$ cat src/rtl/cpu_core.sv
// Minimal 6502-style core: immediate ALU/loads, transfers, inc/dec, carry control.
// Two-clock FETCH/EXEC sequencer against a combinational program memory.
module cpu_core #(
  parameter logic [15:0] RESET_PC = 16'h0000
) (
  input  logic        clk,
  input  logic        reset,
  input  logic [7:0]  din,
  output logic [15:0] addr,
  output logic        clk_out,
  output logic [7:0]  a_out,
  output logic [7:0]  x_out,
  output logic [7:0]  y_out,
  output logic [7:0]  opcode_out,
  output logic [15:0] pc_out,
  output logic [3:0]  opcode_state_out,
  output logic [7:0]  alu_opcode_out,
  output logic [7:0]  alu_out_out,
  output logic        alu_cout_out
);

  typedef enum logic [3:0] {
    FETCH = 4'd0,
    EXEC  = 4'd1
  } state_t;

  state_t      state;
  state_t      state_nxt;
  logic [7:0]  a;
  logic [7:0]  x;
  logic [7:0]  y;
  logic [7:0]  op;
  logic [15:0] pc;
  logic        c;
  logic        z;
  logic        n;
  logic        v;

  logic [7:0]  opnd;
  logic [8:0]  sum;
  logic        ovf;
  logic [7:0]  res;
  logic        imm;
  logic        wr_a;
  logic        wr_x;
  logic        wr_y;
  logic        wr_nz;
  logic        wr_c;
  logic        wr_v;
  logic        c_new;

  // SBC is ADC of the inverted operand; carry-in doubles as not-borrow
  assign opnd = (op == 8'hE9) ? ~din : din;
  assign sum  = {1'b0, a} + {1'b0, opnd} + {8'd0, c};
  assign ovf  = (a[7] == opnd[7]) && (sum[7] != a[7]);

  // Decode the latched opcode into a result and register/flag write enables
  always_comb begin
    res   = din;
    imm   = 1'b0;
    wr_a  = 1'b0;
    wr_x  = 1'b0;
    wr_y  = 1'b0;
    wr_nz = 1'b0;
    wr_c  = 1'b0;
    wr_v  = 1'b0;
    c_new = c;
    case (op)
      8'hA9: begin imm = 1'b1; wr_a = 1'b1; wr_nz = 1'b1; end
      8'hA2: begin imm = 1'b1; wr_x = 1'b1; wr_nz = 1'b1; end
      8'hA0: begin imm = 1'b1; wr_y = 1'b1; wr_nz = 1'b1; end
      8'h69, 8'hE9: begin
        imm   = 1'b1;
        res   = sum[7:0];
        wr_a  = 1'b1;
        wr_nz = 1'b1;
        wr_c  = 1'b1;
        wr_v  = 1'b1;
        c_new = sum[8];
      end
      8'h29: begin
        imm = 1'b1; res = a & din; wr_a = 1'b1; wr_nz = 1'b1;
      end
      8'h49: begin
        imm = 1'b1; res = a ^ din; wr_a = 1'b1; wr_nz = 1'b1;
      end
      8'h09: begin
        imm = 1'b1; res = a | din; wr_a = 1'b1; wr_nz = 1'b1;
      end
      8'h38: begin wr_c = 1'b1; c_new = 1'b1; end
      8'h18: begin wr_c = 1'b1; c_new = 1'b0; end
      8'hAA: begin res = a; wr_x = 1'b1; wr_nz = 1'b1; end
      8'hA8: begin res = a; wr_y = 1'b1; wr_nz = 1'b1; end
      8'h8A: begin res = x; wr_a = 1'b1; wr_nz = 1'b1; end
      8'h98: begin res = y; wr_a = 1'b1; wr_nz = 1'b1; end
      8'hE8: begin res = x + 8'd1; wr_x = 1'b1; wr_nz = 1'b1; end
      8'hC8: begin res = y + 8'd1; wr_y = 1'b1; wr_nz = 1'b1; end
      8'hCA: begin res = x - 8'd1; wr_x = 1'b1; wr_nz = 1'b1; end
      8'h88: begin res = y - 8'd1; wr_y = 1'b1; wr_nz = 1'b1; end
      default: begin end
    endcase
  end

  // Sequencer simply alternates between fetch and execute
  always_comb begin
    state_nxt = FETCH;
    if (state == FETCH) state_nxt = EXEC;
  end

  // Architectural state: opcode latch on FETCH, register/flag writeback on EXEC
  always_ff @(posedge clk or negedge reset) begin
    if (!reset) begin
      state <= FETCH;
      a     <= 8'h00;
      x     <= 8'h00;
      y     <= 8'h00;
      op    <= 8'h00;
      pc    <= RESET_PC;
      c     <= 1'b0;
      z     <= 1'b0;
      n     <= 1'b0;
      v     <= 1'b0;
    end else begin
      state <= state_nxt;
      if (state == FETCH) begin
        op <= din;
        pc <= pc + 16'd1;
      end else begin
        if (imm)   pc <= pc + 16'd1;
        if (wr_a)  a  <= res;
        if (wr_x)  x  <= res;
        if (wr_y)  y  <= res;
        if (wr_c)  c  <= c_new;
        if (wr_v)  v  <= ovf;
        if (wr_nz) begin
          z <= (res == 8'h00);
          n <= res[7];
        end
      end
    end
  end

  assign addr             = pc;
  assign clk_out          = clk;
  assign a_out            = a;
  assign x_out            = x;
  assign y_out            = y;
  assign opcode_out       = op;
  assign pc_out           = pc;
  assign opcode_state_out = state;
  assign alu_opcode_out   = op;
  assign alu_out_out      = res;
  assign alu_cout_out     = c;

endmodule

$ cat config.mk
export PLATFORM = sky130hd
export DESIGN_NAME = cpu_core
export DESIGN_NICKNAME = d
export VERILOG_FILES = /design/src/rtl/cpu_core.sv
export SDC_FILE = /design/constraint.sdc
export NUM_CORES = 1
export LEC_CHECK = 0
export BUFFER_PORTS_ARGS = -buffer_cell sky130_fd_sc_hd__buf_2
export CORE_ASPECT_RATIO = 2
export CORE_MARGIN = 1.5
export CORE_UTILIZATION = 30
export DETAILED_ROUTE_END_ITERATION = 10
export SETUP_SLACK_MARGIN = 0.02
export SYNTH_ARGS = -nofsm -noshare
export SYNTH_HDL_FRONTEND = slang
export SYNTH_SLANG_ARGS = --single-unit
export TNS_END_PERCENT = 100
$ cat constraint.sdc
create_clock -name clk -period 11 [get_ports clk]
set_input_delay 0 -clock clk [delete_from_list [all_inputs] [get_ports clk]]
set_output_delay 0 -clock clk [all_outputs]
set_load 0.005 [all_outputs]
Word level (Yosys, flattened, before mapping) --
Cells that the tools add are included. W data, S select, Z words.
Operators by class: add/subtract/negate cells 7, eq/ne operators 18, multiplexer cells 11, bitwise logic cells 5, reductions and logical operators 14
Operators by type and width (count):
- $eq A8 B8 Y1 const B | 12
- $pmux W8 S11 | 1
- $mux W16 | 2
- $add A16 B1 Y16 const B | 1
- $add A8 B1 Y8 const B | 2
- $eq A8 B6 Y1 const B | 2
- $eq A8 B7 Y1 const B | 2
- $reduce_or A8 Y1 | 2
- $sub A8 B1 Y8 const B | 2
- $reduce_or A4 Y1 | 3
- $add A8 B8 Y9 | 1
- $add A9 B1 Y9 | 1
- $and A8 B8 Y8 | 1
- $eq A8 B4 Y1 const B | 1
- $eq A8 B5 Y1 const B | 1
- $mux W8 | 1
- $not A8 Y8 | 1
- $or A8 B8 Y8 | 1
- $xor A8 B8 Y8 | 1
- $mux W1 | 6
- $reduce_and A2 Y1 | 3
- $logic_not A4 Y1 | 1
- $reduce_or A2 Y1 | 2
- $pmux W1 S3 | 1
- other kinds (4) | 4
Storage, ports and cells: register bits after elaboration 53, input port bits 10, output and inout port bits 86

Longest topological paths before layout --
Gate-level depths: netlist of run 1.
depth in word-level cells 5, depth in mapped cells 15

==> reports/results.tsv, run 1 <==
metric	value	unit
status	completed	
Worst VDD drop	0.000112	V
Reg area	0.00125	sq mm
total grt overflow	0	
Final Non-Filler Cells	729	
FFs w/ async S/R, synth	100	%
fill cell count	1487	
HP Class	in2reg	
Buffers on Ports	92	
Yosys reg bits	50	
multi-input combinational cell area	0.00258	sq mm
internal power	0.485	mW
Leak Pwr	2.27	nW
Comb pwr share	30.6	%
CP required	11000	ps
EDFF count, synth	0	
largest net degree at the start of global routing	51	
Hold Vio Cnt, Final	0	
Final Skew	9.70	ps
Final setup viols	0	
Finished Cell Area	0.00495	sq mm
Antenna Cells	0	
grt met3 use	3.21	%
clk_lat worst skew	410	ps
Nets	581	
total detailed-routing wirelength	14800	um
Detail Route Antenna Nets	0	
fin. max-slew vios	0	
# rows	61	
FF-to-FF setup slack	6820	ps
power per cell area	151	mW/mm^2
Yosys warnings	0	
grt met1 use	20.1	%
met2 GRT Util	37.6	%
Die Span Y	171	um
Unique masters post-synth	73	
total number of vias	3969	
post-CTS sizing	0	
drt initial violations	191	
CTS tree	done	
Synth Cell Area	0.00425	sq mm
initial antenna violation count	0	
vias in the first global route	4018	
RePlAce Congestion	0.977	
sequential area share after synthesis	29.4	%
core box area	0.0139	sq mm
NetSw	0.265	mW
DR vias/cell	5.44	
Worst Path Arrival	5860	ps
WL/cell	20.3	um
Mapped Cells	474	
synthesized area per cell	8.97	sq um
Initial Util	30.6	%
RSZ-0062 raised after global routing	no	
Worst Setup End Kind	output pin	
IO Count	96	
ys flop type	dfrtp_1	
Slew headroom	9.38	%
crit path max fanout	2	
Worst setup SP type	clock port	
global-route wire length before repair	22700	um
full die area	0.0149	sq mm
drt drc	0	
Placed Area	0.00467	sq mm
die width	87.2	um
area grow syn2layout	16.5	%
GRT Util Overall	20.6	%
setup bufs post-CTS	0	
Reg power frac	37.9	%
Sw Share	35.4	%
Setup TNS Final	0	ps
gr busiest metal	met2	
crit path kind	clk2out	
Slew @ Worst Pin	1350	ps
layout cells sized above 1	26.5	%
Clock Power Share	31.5	%
DRT Pass-1 Iters	5	
max_cap viols	0	
dpl cells	713	
CTS clk-pin slew, worst paths	70	ps
hpwl dp	11500	um
[cells in the final DEF, fill, tap and decap left out, types with 5 or more instances in the layout]
cell type / netlist / routed
nand4_1: 6 / 6
nor3_1: 13 / 13
mux2i_1: 6 / 6
clkbuf_16: 0 / 8
buf_2: 6 / 92
xnor2_1: 31 / 31
ha_1: 30 / 30
inv_1: 30 / 30
dlygate4sd3_1: 0 / 5
mux2_2: 19 / 19
a221oi_1: 5 / 5
nand2_1: 46 / 46
o21ai_0: 26 / 26
nand2b_1: 8 / 8
nor2_1: 25 / 25
xor2_1: 13 / 13
dfrtp_1: 50 / 50
nand3_1: 14 / 14
a21oi_1: 7 / 7
[kinds of logic (layout without fill, tap and decap cells)]
logic type                 Yosys count  after routing  synth area share [%]
and+or+nand+nor                    156            156                  19.6
AOI/OAI and AO/OA                   88             88                  15.5
buffers and inverters               78            142                  10.1
DFF                                 50             50                  29.4
xor gates and xnor gates            44             44                  9.07
adders and majority gates           32             32                  9.77
muxes                               25             25                  6.45
other                                1              3                0.0882
[flip-flops by register name, summed over array words and instances, names as in the netlist]
register          flops
y_out                 8
addr                 16
opcode_state_out      1
alu_opcode_out        8
x_out                 8
alu_cout_out          1
a_out                 8
[synthesized netlist by cell type (3+ instances only)]
master / instances / area (sq um)
a32oi_1: 3 / 26.3
or3_1: 4 / 25.0
a222oi_1: 3 / 30.0
dfrtp_1: 50 / 1250
buf_6: 3 / 33.8
mux2i_1: 6 / 60.1
nand2b_1: 8 / 50.1
a21oi_1: 7 / 35.0
nor4_1: 4 / 25.0
nor2b_1: 3 / 18.8
clkbuf_1: 9 / 33.8
and3_1: 3 / 18.8
or4_1: 4 / 30.0
nor3_1: 13 / 65.1
buf_2: 6 / 30.0
inv_1: 30 / 113
xnor2_1: 31 / 272
o21ai_0: 26 / 130
nor2_1: 25 / 93.8
nor4b_1: 4 / 35.0
o31ai_1: 3 / 22.5
a221oi_1: 5 / 43.8
ha_1: 30 / 375
nand4_1: 6 / 37.5
xor2_1: 13 / 114
nor2_2: 3 / 18.8
a22oi_1: 4 / 30.0
o211ai_1: 3 / 22.5
nand2_1: 46 / 173
mux2_2: 19 / 214
a31oi_1: 3 / 18.8
buf_4: 28 / 210
nand3_1: 14 / 70.1
nor3b_1: 3 / 22.5
[stage by stage]
step	util, %	power, mW	setup slack [ps]	hold slack [ps]
6_report	35.7	0.750	5140	7.90
5_1_grt	35.7	0.798	5140	40.0
4_1_cts	35.7	0.758	5130	18.2
3_5_place_dp	33.6	0.520	5400	82.9
3_3_place_gp	33.6	0.516	5400	82.9
2_1_floorplan	-	0.428	5390	-296
[power by group through the flow]
stage                     Clock (mW)  Sequential, mW  Combinational [mW]
after CTS                      0.242           0.284               0.232
final                          0.236           0.284               0.230
after global placement       0.00395           0.285               0.226
after detailed placement     0.00395           0.287               0.229
after global routing           0.249           0.290               0.259
after floorplan              0.00589           0.261               0.161
[layout make-up]
type	instances	share of cell area [%]
clock buffers	11	4.29
inverters	31	2.35
clock inverters	1	0.606
multi-input cells	348	52.1
flip-flops and latches	50	25.3
well taps	189	4.77
repair buffers	99	10.7
[worst max-delay path, stage by stage]
cell and delay (ps):
clkbuf_16 120, clkbuf_16 130, buf_2 110
[final timing paths]
check | depth (start not counted) | startpoint | end
max in group asynchronous | 3 | reset | addr[2]$_DFFE_PN0P_
min | 3 | din[3] | alu_opcode_out[3]$_DFFE_PN0N_
max reg2reg | 14 | alu_opcode_out[1]$_DFFE_PN0N_ | x_out[6]$_DFFE_PN0P_
min reg2reg | 1 | addr[15]$_DFFE_PN0P_ | addr[15]$_DFFE_PN0P_
max | 3 | clk | clk_out
min in group asynchronous | 3 | reset | addr[14]$_DFFE_PN0P_
[repair_timing]
item                       4_1_cts  5_1_grt
hold buffers                     5        0
hold endpoints to repair        54        0
setup endpoints to repair        0        0
[routing by layer]
layer / vias up / part of all wire [%]
li1: 1792 / -
met1: 1936 / 34
met2: 176 / 53
met3: 65 / 4.7
met4: 0 / 8.6
met5: - / 0
Note: power is estimated with default switching activity, not from simulation.
==> inputs of run 2 (changes only) <==
==> constraint.sdc (replaced) <==
create_clock -name clk -period 5.5 [get_ports clk]
set_input_delay 0 -clock clk [delete_from_list [all_inputs] [get_ports clk]]
set_output_delay 0 -clock clk [all_outputs]
set_load 0.005 [all_outputs]
==> run 2 against run 1 <==
Against the previous run: hold slack got worse by 5.7 ps; sequential share of layout area barely moved; first-iteration DRC count rose by 69%; final cell count did not move; critical path depth rose by 12; non-clock buffer count did not move; final area rose by 0.13%; largest cell class unchanged; largest power group unchanged; highest routed layer unchanged.
==> reports/results.tsv, run 2 (same netlist as run 1, synthesis figures left out) <==
metric	value	unit
status	completed	
fin. max-slew vios	0	
total number of vias	3917	
dpl cells	713	
Initial Util	30.6	%
Worst Path Arrival	4430	ps
max FFs per register	16	
full die area	0.0149	sq mm
fin crit period	4430	ps
Leak Pwr	2.27	nW
CP required	5500	ps
Setup TNS Final	0	ps
global-route wire length before repair	22100	um
final setup margin	1070	ps
Period Utilization, post-route	80.6	%
Worst setup SP type	flop	
Clock Power Share	31.5	%
Fmax	226	MHz
hpwl dp	11300	um
WL/cell	19.9	um
total detailed-routing wirelength	14500	um
top layer in use	met4	
area grow syn2layout	16.7	%
RePlAce Congestion	0.971	
Worst VDD drop	0.000226	V
Worst Setup End Kind	output pin	
GRT Util Overall	20.2	%
worst slack at placement	1410	ps
total grt overflow	0	
largest net degree at the start of global routing	51	
commonest non-fill, non-tap cell in the layout	buf_2	
max_cap viols	0	
initial antenna violation count	0	
die width	87.2	um
metal2 WL	7930	um
# rows	61	
wire length on met3	649	um
drt drc	0	
internal power	0.970	mW
RSZ-0062 raised after global routing	no	
Reg power frac	37.8	%
Die Span Y	171	um
Nets	581	
drt initial violations	322	
core box area	0.0139	sq mm
Final Skew	6.61	ps
IO Count	96	
DRT Pass-1 Iters	7	
fill cell count	1499	
CTS clk-pin slew, worst paths	70	ps
Slew @ Worst Pin	1050	ps
WHS	2.19	ps
clk_lat worst skew	410	ps
Detail Route Antenna Nets	0	
most frequent cells in the layout	buf_2 (92), dfrtp_1 (50), nand2_1 (46), xnor2_1 (31)	
DR vias/cell	5.37	
CTS tree	done	
power per cell area	303	mW/mm^2
Hold Vio Cnt, Final	0	
setup bufs post-CTS	0	
Comb pwr share	30.7	%
crit path kind	reg2out	
NetSw	0.532	mW
Final Non-Filler Cells	729	
Antenna Cells	0	
Hold-fix buffers, CTS	5	
M1 WL	4940	um
Sw Share	35.4	%
post-CTS sizing	0	
Buffers on Ports	92	
crit path max fanout	17	
layout cells sized above 1	26.7	%
Final setup viols	0	
Slew headroom	29.2	%
vias in the first global route	3902	
HP Class	in2reg	
## run 2: changes by cell type in the layout (fill, tap and decap cells not counted)
cell,previous run,this run
nor4_1,4,3
nor4_2,0,1
## run 2: power by group through the flow
stage	Clock [mW]	Combinational, mW	Sequential [mW]
finish	0.473	0.460	0.568
global route	0.499	0.509	0.580
CTS	0.485	0.463	0.567
detailed placement	0.00790	0.459	0.573
global placement	0.00790	0.453	0.570
floorplan	0.0118	0.322	0.523
## run 2: path summary, 6_finish.rpt
| kind | start | to | slack, ps | cells after the start |
|---|---|---|---|---|
| min in group asynchronous | reset | addr[15]$_DFFE_PN0P_ | 250 | 3 |
| hold / removal | din[2] | alu_opcode_out[2]$_DFFE_PN0N_ | 2 | 3 |
| setup / recovery | alu_opcode_out[1]$_DFFE_PN0N_ | alu_out_out[6] | 1070 | 15 |
| max in group asynchronous | reset | alu_opcode_out[5]$_DFFE_PN0N_ | 4800 | 3 |
| setup reg to reg | alu_opcode_out[1]$_DFFE_PN0N_ | a_out[6]$_DFFE_PN0P_ | 1370 | 14 |
| hold reg to reg | addr[15]$_DFFE_PN0P_ | addr[15]$_DFFE_PN0P_ | 490 | 1 |
## run 2: metal layers
metal	vias up	global-route usage, %
li1	1794	-
met1	1908	20.1
met2	169	37.5
met3	46	2.98
met4	0	13.8
met5	-	0
## run 2: critical path, cell delays in order (launching register included)
cell       delay, ps
dfrtp_1          570
nand4bb_1        460
nor3_1           260
buf_4            220
xnor2_1          150
fa_1             210
inv_1             50
fa_1             420
a211oi_1         240
o21bai_1         110
a21oi_1          220
xnor2_1          190
a221o_1          360
o31ai_2          360
inv_1             60
buf_2            130
## run 2: cell type report
type,instances,area [sq um],share of cell area (%)
Multi-Input combinational cell,348,2580,52.1
Sequential cell,50,1250,25.2
Clock inverter,1,30.0,0.605
Clock buffer,11,213,4.29
Timing Repair Buffer,99,528,10.6
Inverter,31,116,2.35
Tap cell,189,236,4.77
## run 2: metrics by stage
stage | util, % | cell area (sq um) | total power, mW
6_report | 35.7 | 4960 | 1.50
5_1_grt | 35.7 | 4960 | 1.59
4_1_cts | 35.7 | 4950 | 1.52
3_5_place_dp | 33.6 | 4670 | 1.04
3_3_place_gp | 33.6 | 4670 | 1.03
2_1_floorplan | - | 4260 | 0.857
